`config.mk`:
```
export PLATFORM = sky130hd
export DESIGN_NAME = text_console_ctrl
export DESIGN_NICKNAME = d
export VERILOG_FILES = /design/src/rtl/text_console_ctrl.sv
export SDC_FILE = /design/constraint.sdc
export NUM_CORES = 1
export LEC_CHECK = 0
export CAP_MARGIN = 40
export CORE_MARGIN = 2
export CORE_UTILIZATION = 54
export DETAILED_ROUTE_END_ITERATION = 6
export PLACE_DENSITY = 0.81
export SYNTH_ARGS = -nofsm -noshare
export SYNTH_HDL_FRONTEND = slang
export SYNTH_SLANG_ARGS = --single-unit
export TNS_END_PERCENT = 5
```
`constraint.sdc`:
```
create_clock -name CLK -period 4.5 [get_ports CLK]
set_clock_uncertainty 0.2 [all_clocks]
set_input_delay 0.9 -clock CLK [delete_from_list [all_inputs] [get_ports CLK]]
set_output_delay 0.9 -clock CLK [all_outputs]
set_load 0.05 [all_outputs]
```
`src/rtl/text_console_ctrl.sv`:
```
// Console command sequencer: turns accepted CPU console commands into
// character-buffer writes and runs the clear-screen and scroll-up engines.
//
// state  | meaning
// IDLE   | accepting commands, cursor updates and single char writes
// CLEAR  | writing 0x00 to every cell, row-major
// SC_RD  | reading source cell (r+LINE_STEP, c) for the scroll copy
// SC_WR  | writing the returned read data to (r, c)
// SC_CLR | blanking the bottom LINE_STEP rows after the copy
module text_console_ctrl #(
    parameter int COLS      = 80,
    parameter int ROWS      = 60,
    parameter int LINE_STEP = 2,
    parameter int COL_W     = 7,
    parameter int ROW_W     = 6
) (
    input  logic             CLK,
    input  logic             RST,
    input  logic             CMD_VALID,
    output logic             CMD_READY,
    input  logic [1:0]       CMD_ADDR,
    input  logic [7:0]       CMD_DATA,
    output logic             FB_WE,
    output logic [ROW_W-1:0] FB_WROW,
    output logic [COL_W-1:0] FB_WCOL,
    output logic [7:0]       FB_WDATA,
    output logic             FB_RE,
    output logic [ROW_W-1:0] FB_RROW,
    output logic [COL_W-1:0] FB_RCOL,
    input  logic [7:0]       FB_RDATA,
    output logic [COL_W-1:0] CURSOR_X,
    output logic [ROW_W-1:0] CURSOR_Y,
    output logic             BUSY
);

    localparam logic [2:0] IDLE   = 3'd0;
    localparam logic [2:0] CLEAR  = 3'd1;
    localparam logic [2:0] SC_RD  = 3'd2;
    localparam logic [2:0] SC_WR  = 3'd3;
    localparam logic [2:0] SC_CLR = 3'd4;

    localparam logic [COL_W-1:0] X_MAX     = COL_W'(COLS - 1);
    localparam logic [ROW_W-1:0] Y_MAX     = ROW_W'(ROWS - 1);
    localparam logic [ROW_W-1:0] STEP      = ROW_W'(LINE_STEP);
    localparam logic [ROW_W-1:0] COPY_LAST = ROW_W'(ROWS - LINE_STEP - 1);
    localparam logic [ROW_W-1:0] BLANK_1ST = ROW_W'(ROWS - LINE_STEP);
    localparam logic [ROW_W:0]   ROWS_EXT  = (ROW_W + 1)'(ROWS);

    logic [2:0]       state_q, state_d;
    logic [COL_W-1:0] cur_x_q, cur_x_d;
    logic [ROW_W-1:0] cur_y_q, cur_y_d;
    logic [ROW_W-1:0] er_q, er_d;
    logic [COL_W-1:0] ec_q, ec_d;
    logic             we_q, we_d;
    logic [ROW_W-1:0] wrow_q, wrow_d;
    logic [COL_W-1:0] wcol_q, wcol_d;
    logic [7:0]       wdata_q, wdata_d;
    logic             wsel_rd_q, wsel_rd_d;
    logic             re_q, re_d;
    logic [ROW_W-1:0] rrow_q, rrow_d;
    logic [COL_W-1:0] rcol_q, rcol_d;
    logic             busy_q, busy_d;

    logic             accept;
    logic             do_nl;
    logic             last_col;
    logic [ROW_W-1:0] nxt_er;
    logic [COL_W-1:0] nxt_ec;

    assign CMD_READY = (state_q == IDLE) && !RST;
    assign accept    = CMD_VALID && CMD_READY;
    assign last_col  = (ec_q == X_MAX);
    assign nxt_ec    = last_col ? '0 : ec_q + COL_W'(1);
    assign nxt_er    = last_col ? er_q + ROW_W'(1) : er_q;

    always_comb begin
        state_d   = state_q;
        cur_x_d   = cur_x_q;
        cur_y_d   = cur_y_q;
        er_d      = er_q;
        ec_d      = ec_q;
        we_d      = 1'b0;
        re_d      = 1'b0;
        wsel_rd_d = 1'b0;
        wrow_d    = wrow_q;
        wcol_d    = wcol_q;
        wdata_d   = wdata_q;
        rrow_d    = rrow_q;
        rcol_d    = rcol_q;
        do_nl     = 1'b0;

        case (state_q)
            IDLE: begin
                if (accept) begin
                    case (CMD_ADDR)
                        2'b00: begin
                            case (CMD_DATA)
                                8'h0D: cur_x_d = '0;
                                8'h0A: do_nl = 1'b1;
                                8'h08: begin
                                    if (cur_x_q != '0) cur_x_d = cur_x_q - COL_W'(1);
                                end
                                default: begin
                                    we_d    = 1'b1;
                                    wrow_d  = cur_y_q;
                                    wcol_d  = cur_x_q;
                                    wdata_d = CMD_DATA;
                                    if (cur_x_q == X_MAX) begin
                                        cur_x_d = '0;
                                        do_nl   = 1'b1;
                                    end else begin
                                        cur_x_d = cur_x_q + COL_W'(1);
                                    end
                                end
                            endcase
                        end
                        2'b01: begin
                            cur_x_d = '0;
                            cur_y_d = '0;
                            er_d    = '0;
                            ec_d    = '0;
                            state_d = CLEAR;
                        end
                        2'b10: cur_x_d = (CMD_DATA > 8'(COLS - 1)) ? X_MAX : COL_W'(CMD_DATA);
                        default: cur_y_d = (CMD_DATA > 8'(ROWS - 1)) ? Y_MAX : ROW_W'(CMD_DATA);
                    endcase
                end
            end
            CLEAR, SC_CLR: begin
                if (er_q == Y_MAX && last_col) begin
                    state_d = IDLE;
                end else begin
                    er_d = nxt_er;
                    ec_d = nxt_ec;
                end
            end
            SC_RD: state_d = SC_WR;
            SC_WR: begin
                if (er_q == COPY_LAST && last_col) begin
                    state_d = SC_CLR;
                    er_d    = BLANK_1ST;
                    ec_d    = '0;
                end else begin
                    state_d = SC_RD;
                    er_d    = nxt_er;
                    ec_d    = nxt_ec;
                end
            end
            default: state_d = IDLE;
        endcase

        // Bottom-of-screen newline keeps Y and hands off to the scroll engine.
        if (do_nl) begin
            if ({1'b0, cur_y_q} + {1'b0, STEP} >= ROWS_EXT) begin
                state_d = SC_RD;
                er_d    = '0;
                ec_d    = '0;
            end else begin
                cur_y_d = cur_y_q + STEP;
            end
        end

        // Engine strobes are derived from the state being entered so they
        // line up with that state's cycle.
        case (state_d)
            CLEAR, SC_CLR: begin
                we_d    = 1'b1;
                wrow_d  = er_d;
                wcol_d  = ec_d;
                wdata_d = 8'h00;
            end
            SC_WR: begin
                we_d      = 1'b1;
                wrow_d    = er_d;
                wcol_d    = ec_d;
                wsel_rd_d = 1'b1;
            end
            SC_RD: begin
                re_d   = 1'b1;
                rrow_d = er_d + STEP;
                rcol_d = ec_d;
            end
            default: ;
        endcase

        busy_d = (state_d != IDLE);
    end

    always_ff @(posedge CLK) begin
        if (RST) begin
            state_q   <= IDLE;
            cur_x_q   <= '0;
            cur_y_q   <= '0;
            er_q      <= '0;
            ec_q      <= '0;
            we_q      <= 1'b0;
            wrow_q    <= '0;
            wcol_q    <= '0;
            wdata_q   <= '0;
            wsel_rd_q <= 1'b0;
            re_q      <= 1'b0;
            rrow_q    <= '0;
            rcol_q    <= '0;
            busy_q    <= 1'b0;
        end else begin
            state_q   <= state_d;
            cur_x_q   <= cur_x_d;
            cur_y_q   <= cur_y_d;
            er_q      <= er_d;
            ec_q      <= ec_d;
            we_q      <= we_d;
            wrow_q    <= wrow_d;
            wcol_q    <= wcol_d;
            wdata_q   <= wdata_d;
            wsel_rd_q <= wsel_rd_d;
            re_q      <= re_d;
            rrow_q    <= rrow_d;
            rcol_q    <= rcol_d;
            busy_q    <= busy_d;
        end
    end

    assign FB_WE    = we_q;
    assign FB_WROW  = wrow_q;
    assign FB_WCOL  = wcol_q;
    // Scroll copy data arrives from the RAM during SC_WR itself, so it is
    // steered straight through rather than re-registered.
    assign FB_WDATA = wsel_rd_q ? FB_RDATA : wdata_q;
    assign FB_RE    = re_q;
    assign FB_RROW  = rrow_q;
    assign FB_RCOL  = rcol_q;
    assign CURSOR_X = cur_x_q;
    assign CURSOR_Y = cur_y_q;
    assign BUSY     = busy_q;

endmodule

```
* Yosys cells after proc, flatten, opt, wreduce, memory -nomap -nowiden
Index checks and enable logic that the tools add are counted. Widths: inputs -> output; s select.
Storage, ports and cells: RAM bits 0, output and inout bits 51, bits in latches 0, word-level logic and storage cells 124, memory bits (read-only) 0, input bits 21, memories 0, flip-flop bits (word level) 67
Operators by class: multipliers 0, equality and inequality tests 20, multiplexer cells 57, divide/modulo/power cells 0, shifts and indexed selects 0, reduce and logical (&&, ||, !) cells 22, add/sub/neg operators 7, bitwise operators 1, magnitude comparators 3
Operators with widths (number):
- $mux 7 | 15
- $mux 6 | 17
- $pmux 7 s3 | 3
- $eq 8x4->1 const B | 3
- $mux 3 | 6
- $pmux 6 s3 | 1
- $add 7x1->7 const B | 2
- $eq 7x7->1 const B | 2
- $add 6x2->6 const B | 2
- $eq 3x2->1 const B | 4
- $eq 6x6->1 const B | 2
- $pmux 3 s4 | 1
- $pmux 6 s2 | 1
- $mux 1 | 11
- $reduce_or 3->1 | 3
- $gt 8x6->1 const B | 1
- $gt 8x7->1 const B | 1
- $mux 8 | 1
- $reduce_and 4->1 | 2
- $add 6x2->7 const B | 1
- $ge 7x6->1 const B | 1
- $reduce_bool 7->1 | 1
- $sub 7x1->7 const B | 1
- $add 6x1->6 const B | 1
- other kinds (16) | 27

* Logic depth before layout (Yosys ltp)
Gate-level depths: netlist (run 1).
word-level depth 11, depth in mapped cells 12, depth with buffers taken out 11

* Worst setup path after synthesis (run 1)
Ideal clock, no wire load.
path kind input -> register, start point input port RST, end point register rrow_q[5], in the netlist FB_RROW[5], data required time 4.158 ns, arrival 4.284 ns, setup slack -0.126 ns, setup time 0.142 ns, path buffers 3, stages 12, path through clkbuf_1 nor4_1 nand3_1 a221o_1 nor3_2 buf_4 buf_6 nor2_1 ha_1 nand4b_1 xnor2_1 a211oi_2
Between the ends: word-level cells in the longest chain between the ends 8, elaborated cells on any way between the ends 15, classes of those cells 1 x add/sub; 1 x eq/ne; 10 x mux; 3 x reduce/logical
RTL lines:
- start, declared | RTL line 18 | input logic RST,
- $logic_not 1->1 (*) | RTL line 70 | assign CMD_READY = (state_q == IDLE) && !RST;
- $logic_and 1x1->1 (*) | RTL line 70
- named net CMD_READY | RTL line 20 | output logic CMD_READY,
- $logic_and 1x1->1 (*) | RTL line 71 | assign accept = CMD_VALID && CMD_READY;
- $mux 6 | RTL line 94 | if (accept) begin
- $pmux 6 s3 | RTL line 92 | case (state_q)
- $mux 6 | RTL line 154 | if ({1'b0, cur_y_q} + {1'b0, STEP} >= ROWS_EXT) begin
- $mux 6 (*) | RTL line 153 | if (do_nl) begin
- named net er_d[2] | RTL line 52 | logic [ROW_W-1:0] er_q, er_d;
- $add 6x2->6 (*) | RTL line 180 | rrow_d = er_d + STEP;
- end signal, assigned | RTL line 217 | rrow_q <= rrow_d;
- end, declared | RTL line 60 | logic [ROW_W-1:0] rrow_q, rrow_d;
Mark *: on every way through the listed nets, which the timed path passes. The rest lies on a longest branch. A chain may end at the register's enable or synchronous reset.

* Worst setup path after layout (run 1)
start point input port CMD_DATA[4], end point register rrow_q[5], in the netlist FB_RROW[5]
Between the ends: word-level cells in the longest chain between the ends 8, elaborated cells on any way between the ends 12, classes of those cells 1 x add/sub; 4 x eq/ne; 6 x mux; 1 x reduce/logical
RTL lines:
- start, declared | RTL line 22 | input logic [7:0] CMD_DATA,
- $eq 8x4->1 | RTL line 97 | case (CMD_DATA)
- $reduce_or 2->1 (no line)
- $pmux 1 s2 (*) | RTL line 97
- $mux 1 (*) | RTL line 95 | case (CMD_ADDR)
- $mux 1 (*) | RTL line 94
- $mux 1 (*) | RTL line 92
- $mux 6 (*) | RTL line 153
- named net er_d[2] | RTL line 52
- $add 6x2->6 (*) | RTL line 180
Marked as above.

==> results by stage, run 1 <==
Synthesis:
- In this run the mean area of a mapped cell was between 8 and 9 µm².
- During synthesis, Yosys emitted a total of 0 warnings.
- Counting every instance in the synthesized netlist gives around 500.
- The portion of synthesized cell area occupied by the leading cell type is 0.320.
- In this run, synthesis inferred 0 flip-flops with an integrated enable.
- The total nets after synthesis is roughly 530.
- By area the synthesized netlist is led by dfxtp_1 32%, nor2_1 5.6%, mux2i_1 5.0%.
- The cell type contributing the most total cell area after synthesis is dfxtp_1.
- The register area share after synthesis is 0.320.
- In this run, distinct cell masters in the synthesized netlist total 72.
- The async set-or-reset flop fraction in the synthesized netlist is 0.
- The most used flip-flop cell after synthesis is dfxtp_1.
- The netlist area before placement is 4190 µm².
- After synthesis the netlist holds a flip-flop and latch count of 67.

Floorplanning:
- For this configuration, the core starts out at a cell density of 0.550.
- The die covers approximately 8500 µm².
- The number of top-level pins is 72.
- The floorplan die width is 92.0 µm.
- The number of core rows is 32.
- The die is a little over 90 µm tall.
- After floorplanning, the core was sized to cover 7610 µm².

Critical path:
- STA classifies the critical path startpoint as an input port.
- Walking the worst path, the cells encountered are clkdlybuf4s50_1 > or3_1 > or3_1 > a221o_1 > nor3_2 > buf_4 > nor2_1 > ha_1 > nand4b_1 > xnor2_1 > a211oi_2.
- Counting both buffers and inverters, the worst setup path holds a total of 2.
- Of all nets on the critical path, the largest fanout is 16.
- The family of cells with the greatest summed delay on the critical path is simple AND/OR/NAND/NOR gates.
- On the critical path, the stage with the largest delay is an instance of clkdlybuf4s50_1.
- The worst setup path is captured at a flop.
- Data arrives at the worst endpoint at about 3.8 ns.
- In this design, the stage delay of the slowest critical-path cell is approximately 0.52 ns.
- The class of the most critical setup path is input port to flop.
- The launch instance of the worst register-to-register path is ec_q[0].
- The cell with the most instances on the worst path is or3_1.
- The worst setup path startpoint is CMD_DATA[4].
- Data on the critical path is required at its endpoint by 4.57 ns.

Power:
- Dividing total power by cell area gives a power density of 284 nW/µm².
- The static power due to leakage is 1.83 nW.
- The largest voltage drop on the vdd net is between 0.2 and 0.25 mV.

CTS:
- The H-tree depth is 3.
- The number of buffers inserted to repair setup after CTS is 0.
- The hold buffer count at CTS is 0.
- The later-pin clock latency in the skew report is around 0.34 ns.
- The number of clock buffers inserted by TritonCTS is 9.
- The tree is rooted in a clkbuf_8.
- The tree built by TritonCTS fans out to 67 sinks.
- The quantity of gates resized following cts is 0.
- Clock-pin slew was measured on the worst setup and hold paths at approximately 0.080 ns.
- The longest clock path from root to sink contains 2 buffers.
- The clock tree from TritonCTS is yes.

Route:
- The detail-routed via count per cell is roughly 6.0.
- The number of DRC violations after detailed-routing iteration 0 is 206.
- The remaining routing DRC violations is 0.
- The total wire length after detailed routing is 11600 µm.
- Dividing the detail-routed wire length by the instance count gives 17.4 µm.
- Across all layers, the routed design uses 4048 vias.
- The pre-antenna-repair detailed-routing pass consisted of 5 iterations.
- The number of nets with antenna violations after detailed routing is 0.

Timing:
- Setup repair after global routing left no endpoint under its margin.
- The worst relative slew slack is 0.533.
- Timing would allow up to 0.268 GHz.
- In the final timing run, aggregate negative setup slack is 0 ns.
- The part of the cycle the worst path needs is 0.830.
- The number of max-slew violations in the final report is 0.
- The total of endpoints with negative setup slack in the final report is 0.
- The number of hold violations in the final report is 0.
- For the finished layout, the period the worst path requires is ~3.7 ns.
- For the pin with the worst max-slew slack, the measured transition is 0.699 ns.

Final layout:
- The final layout contains a little under 600 nets.
- Compared with the post-synthesis result, the final layout area differs by 23.7%.
- At the end of the flow the core is filled with cells to 0.681.
- The footprint of the flip-flops and latches is 1340 µm².
- The library cells used most frequently in the layout, excluding fill and tap cells, are 70 x clkdlybuf4s50_1, 67 x dfxtp_1, 62 x nor2_1, 32 x nand2_1, 21 x mux2i_1.
- The layout has roughly 640 filler cells.
- The commonest non-fill, non-tap cell in the layout is clkdlybuf4s50_1.
- The antenna diode count is 0.
- The multi-input logic area is 2620 µm².
- Of the cells placed in the final design, the portion with a size suffix greater than 1 is 0.155.

GRT:
- The via count of the first global-routing pass was slightly below 4000.
- The number of antenna violations at the first check in global routing is 0.
- The wire length of the first global-routing pass is 19200 µm.
- The final global-route overflow total is 0.
- For this run, the total global-route usage over all layers was measured as 0.282.
- The pin count of the biggest net entering global routing is 38.

Placement:
- Detailed placement finished with a half-perimeter wire length of 8650 µm.
- The count of buffers added on input and output ports is 71.
- The routability congestion estimate from global placement is about 0.96.

Hold path:
- The hold path startpoint is FB_RCOL[6].
- In this run the worst hold path is classified as flop to flop.

Status:
- The flow ran to the end, and the final reports show no timing, DRC or antenna violations.

Job:
- The tool flagged a number of max-cap violations equal to 0.
[final timing paths]
kind                                   end  slack (ns)  cells past startpoint
worst max register to register  FB_RROW[5]        1.05                     10
worst min register to register  FB_RCOL[6]        0.26                      2
worst min-delay path            FB_RCOL[6]        0.26                      2
worst max-delay path            FB_RROW[5]        0.76                     11
[report_power, final]
group / leakage (nW) / internal (mW) / switching (mW) / total [mW]
Combinational: 1.18 / 0.103 / 0.173 / 0.276
Clock: 0.106 / 0.313 / 0.247 / 0.560
Sequential: 0.543 / 0.611 / 0.0239 / 0.635
Total: 1.83 / 1.03 / 0.444 / 1.47
[routing by layer]
metal / GRT usage / vias up / wire length [µm]
li1: - / 1963 / -
met1: 0.344 / 1921 / 4970
met2: 0.496 / 140 / 5870
met3: 0.0411 / 24 / 524
met4: 0.114 / 0 / 269
met5: 0 / - / 0
[worst register-to-register path: cells and delay by family (launching register included)]
| family | cells | cell delay, ns |
|---|---|---|
| compound gates | 3 | 1.05 |
| xor+xnor | 1 | 0.09 |
| fa+ha+maj | 2 | 0.50 |
| flops | 1 | 0.40 |
| simple gates | 4 | 1.15 |
[cell type report]
class,count,area share
clock buffers,10,0.0246
clock inverters,6,0.0174
multi-input cells,384,0.505
well taps,102,0.0246
repair buffers,86,0.158
inverters,15,0.0109
flip-flops and latches,67,0.259
[metrics by stage]
| stage | power (mW) | worst slack, ns | hold slack (ns) | instance area, µm² | instances |
|---|---|---|---|---|---|
| 2_1_floorplan | 0.832 | 0.590 | 0.264 | 4190 | 499 |
| 3_3_place_gp | 0.919 | 0.540 | 0.244 | 4960 | 654 |
| 3_5_place_dp | 0.924 | 0.477 | 0.253 | 4960 | 654 |
| 4_1_cts | 1.47 | 0.805 | 0.266 | 5180 | 670 |
| 5_1_grt | 1.53 | 0.632 | 0.281 | 5180 | 670 |
| 6_report | 1.47 | 0.764 | 0.261 | 5180 | 670 |
[sequential cells by signal (all words and copies together), names as in the netlist, 3 cells and up]
signal,count
FB_WROW,6
er_q,6
FB_WCOL,7
CURSOR_Y,6
wdata_q,8
CURSOR_X,7
state_q,3
FB_RCOL,7
FB_RROW,6
ec_q,7
[cells in the mapped netlist (9+ instances only)]
master	number
a211oi_1	13
a21oi_1	20
a22oi_1	12
clkbuf_1	19
dfxtp_1	67
ha_1	12
inv_1	15
mux2_2	12
mux2i_1	21
nand2_1	32
nand3_1	12
nor2_1	62
nor2b_1	9
nor3_1	15
o21ai_0	16
[cell families (layout without fill, tap and decap cells)]
group / after synthesis / in the layout / share of synthesized area
simple gates: 201 / 201 / 0.253
compound gates: 128 / 128 / 0.231
flops: 67 / 67 / 0.320
buf+inv: 48 / 117 / 0.0565
mux: 33 / 33 / 0.0825
fa+ha+maj: 12 / 12 / 0.0359
xor+xnor: 10 / 10 / 0.0209
Note: power is estimated with default switching activity, not from simulation.
==> run 2, diff against run 1 <==
Clock period 4.5 ns to 3.8 ns, I/O delays scaled along.
==> run 2 against run 1 <==
Core utilization up 0.90 points. Non-clock buffer count up 11. First-iteration DRC count up 2.4%. Register-to-register slack worse by 0.47 ns. Clock power up 8.6%. Setup slack worse by 0.43 ns. Global-route usage up 0.46 points. Sequential power up 19%. Via count up 1.9%. Hold slack worse by 0.0042 ns. Flip-flop and latch count unchanged. Sequential share of layout area down 0.34 points. Critical path type unchanged.
==> results by stage, run 2 (same netlist as run 1, synthesis figures left out) <==
Status:
- The flow ran to the end, and the final reports show no timing, DRC or antenna violations.

Final layout:
- The final-stage net count came to 607 (+1.8%).
- The library cell used most frequently in the layout, excluding fill and tap cells, is clkdlybuf4s50_1.
- The fraction of layout instances using a drive strength above 1 is 0.171 (+0.0161).
- The flip-flop count of the largest register after layout is 8 (unchanged).
- The register with the most flip-flops is wdata_q.
- The antenna diode count was 0 (unchanged).
- Leaving out fill and tap cells, the most frequent cells in the layout are 70 x clkdlybuf4s50_1, 67 x dfxtp_1, 62 x nor2_1, 32 x nand2_1, 25 x buf_4.
- Compared with the post-synthesis result, the final layout area differs by 25.4%.
- The core utilization of the finished layout is 0.690 (+0.00905).
- The final instance area came to 5250 µm² (+1.3%).
- The filler cell count was 637 (-0.93%).

GRT:
- The total global-route track usage was 0.286 (+0.00457).
- The pin count of the biggest net entering global routing is 35 (-7.9%).
- The via count of the first global-routing pass was 4015 (+4.2%).
- The final global-route overflow total is 0 (unchanged).
- The wire length of the first global-routing pass was 19400 µm (+0.90%).
- The number of antenna violations at the first check in global routing is 0 (unchanged).

Critical path:
- STA classifies the critical path endpoint as a flop.
- The largest fanout on the critical path came to 4 (-12).
- The depth of the worst register-to-register path is 10 (unchanged).
- The most critical setup path has its endpoint at FB_RROW[5].
- The critical path is of the input port to flop type.
- The worst register-to-register path ends at FB_WCOL[2].
- The data arrival time of the critical path is 3.55 ns (-0.25 ns).
- The launching element type of the critical path is an input port.
- The startpoint identified for the worst register-to-register timing path is CURSOR_X[1].
- The setup slack on the worst flop-to-flop path is 0.58 ns (-0.47 ns).
- Tracing the worst setup path back leads to its startpoint at CMD_ADDR[1].
- The required time of the worst setup path is 3.88 ns (-0.69 ns).

Route:
- The number of nets with antenna violations after detailed routing was 0 (unchanged).
- The total wire length after detailed routing came to 11900 µm (+2.6%).
- The average wire per cell in the routed design is 17.5 µm (+0.96%).
- The number of DRC violations after detailed-routing iteration 0 is 211 (+2.4%).
- The remaining routing DRC violations is 0 (unchanged).
- The number of iterations in the first detailed-routing pass came to 4 (-1).
- The via total after detailed routing is 4123 (+1.9%).
- The detail-routed via count per cell came to 6.05 (+0.21%).

Placement:
- The number of I/O port buffers came to 71 (unchanged).
- The placed wire-length estimate after detailed placement came to 8970 µm (+3.7%).
- The routability congestion estimate from global placement came to 0.947 (-1.2%).
- The post-place instance area was 5060 µm² (+1.9%).

Floorplanning:
- The area of the placeable core came to 7610 µm² (unchanged).
- The number of core rows is 32 (unchanged).
- The number of top-level pins is 72 (unchanged).
- The die height is 92.0 µm (unchanged).
- The total die area is 8470 µm² (unchanged).
- The initial cell density of the core was 0.550 (unchanged).
- The floorplan die width is 92.0 µm (unchanged).

CTS:
- The clock transition at the registers of the reported paths is 0.08 ns (about the same).
- The number of buffers inserted to repair setup after CTS is 0 (unchanged).
- The deepest clock path buffer count is 2 (unchanged).
- The clock tree from TritonCTS is yes.
- The later-pin clock latency in the skew report is 0.35 ns (about the same).
- The clock sink count is 67 (unchanged).
- The quantity of gates resized following cts is 0 (unchanged).
- The buffer type at the clock tree root is clkbuf_8.
- The hold buffer count at CTS was 0 (unchanged).
- The H-tree depth is 3 (unchanged).
- The number of clock buffers inserted by TritonCTS is 9 (unchanged).

Power:
- The largest voltage drop on the vdd net is 0.239 mV (+1.9%).
- The power dissipated by switching net loads came to 545 µW (+23%).
- The sequential power share is 0.442 (+0.010).
- The share of power burned in the clock network is 0.357 (-0.024).
- The net switching fraction of the power came to 0.320 (+0.0187).
- The static power due to leakage is 1.88 nW (+2.6%).
- The logic gate share of total power is 0.200 (+0.012).
- The power per unit of standard cell area is 324 nW/µm² (+14%).
- The total chip power is 1.70 mW (+16%).
- The internal power contribution was 1.16 mW (+13%).

Timing:
- The total of endpoints with negative setup slack in the final report is 0 (unchanged).
- The measured slew at the worst slew-check pin is 0.681 ns (-0.0183 ns).
- The part of the cycle the worst path needs is 0.913.
- The shortest period the worst path allows is 3.47 ns.
- The number of hold violations in the final report is 0 (unchanged).
- The worst relative slew slack is 0.544 (+0.0117).
- The post-route worst hold slack is 0.257 ns (-0.00424 ns).
- The number of max-slew violations in the final report was 0 (unchanged).
- The setup TNS is 0 ns (unchanged).
- Setup repair after global routing left no endpoint under its margin.
- Based on the critical path, the design can be clocked at up to around 0.29 GHz.

Hold path:
- The worst hold path class is flop to flop.
- The startpoint identified for the worst hold timing path is FB_RCOL[6].

Job:
- The max-capacitance violation count is 0 (unchanged).
run 2: changes by cell type in the layout (fill, tap and decap cells not counted):
cell        change
buf_12          +1
bufinv_16       -1
buf_4          +10
clkinv_4        -2
inv_6           +1
clkinv_2        +1
clkinvlp_4      +1
run 2: worst max-delay path, stage by stage:
cell	delay, ns
clkdlybuf4s50_1	0.54
inv_1	0.09
ha_1	0.23
and3b_1	0.21
o31ai_1	0.37
and2_1	0.19
a311oi_1	0.05
buf_4	0.17
nor2_1	0.19
ha_1	0.24
nand4b_1	0.14
xnor2_1	0.17
a211oi_2	0.20
run 2: metrics by stage:
step | std cells | worst slack (ns)
6_report | 681 | 0.330
5_1_grt | 681 | 0.183
4_1_cts | 681 | 0.349
3_5_place_dp | 665 | -0.00561
3_3_place_gp | 665 | 0.0677
2_1_floorplan | 499 | 0.0300
run 2: layer usage:
| metal | up-vias | global-route usage | wire, µm |
|---|---|---|---|
| met3 | 37 | 0.0551 | 880 |
| met1 | 1932 | 0.339 | 4750 |
| met4 | 0 | 0.131 | 418 |
| met2 | 174 | 0.499 | 5890 |
| li1 | 1980 | - | - |
| met5 | - | 0 | 0 |
run 2: power groups by stage:
stage          registers, mW  logic [mW]  clock network (mW)
2_1_floorplan          0.821       0.165                   0
3_3_place_gp           0.768       0.333                   0
3_5_place_dp           0.769       0.338                   0
4_1_cts                0.752       0.340               0.615
5_1_grt                0.756       0.365               0.647
6_report               0.753       0.341               0.608
run 2: area by class of cell:
class,instances,area (µm²),share of cell area
Clock inverter,6,63.8,0.0122
Multi-Input combinational cell,384,2620,0.499
Timing Repair Buffer,97,913,0.174
Clock buffer,10,128,0.0243
Inverter,15,56.3,0.0107
Tap cell,102,128,0.0243
Sequential cell,67,1340,0.256
run 2: how the worst min path moves through the flow:
stage,end,slack (ns),cells after the start
after floorplan,wdata_q[0],0.26,2
after global placement,FB_RROW[2],0.24,2
after detailed placement,FB_RCOL[6],0.25,2
after CTS,FB_RCOL[6],0.26,2
after global routing,FB_RROW[0],0.28,2
final,FB_RCOL[6],0.26,2
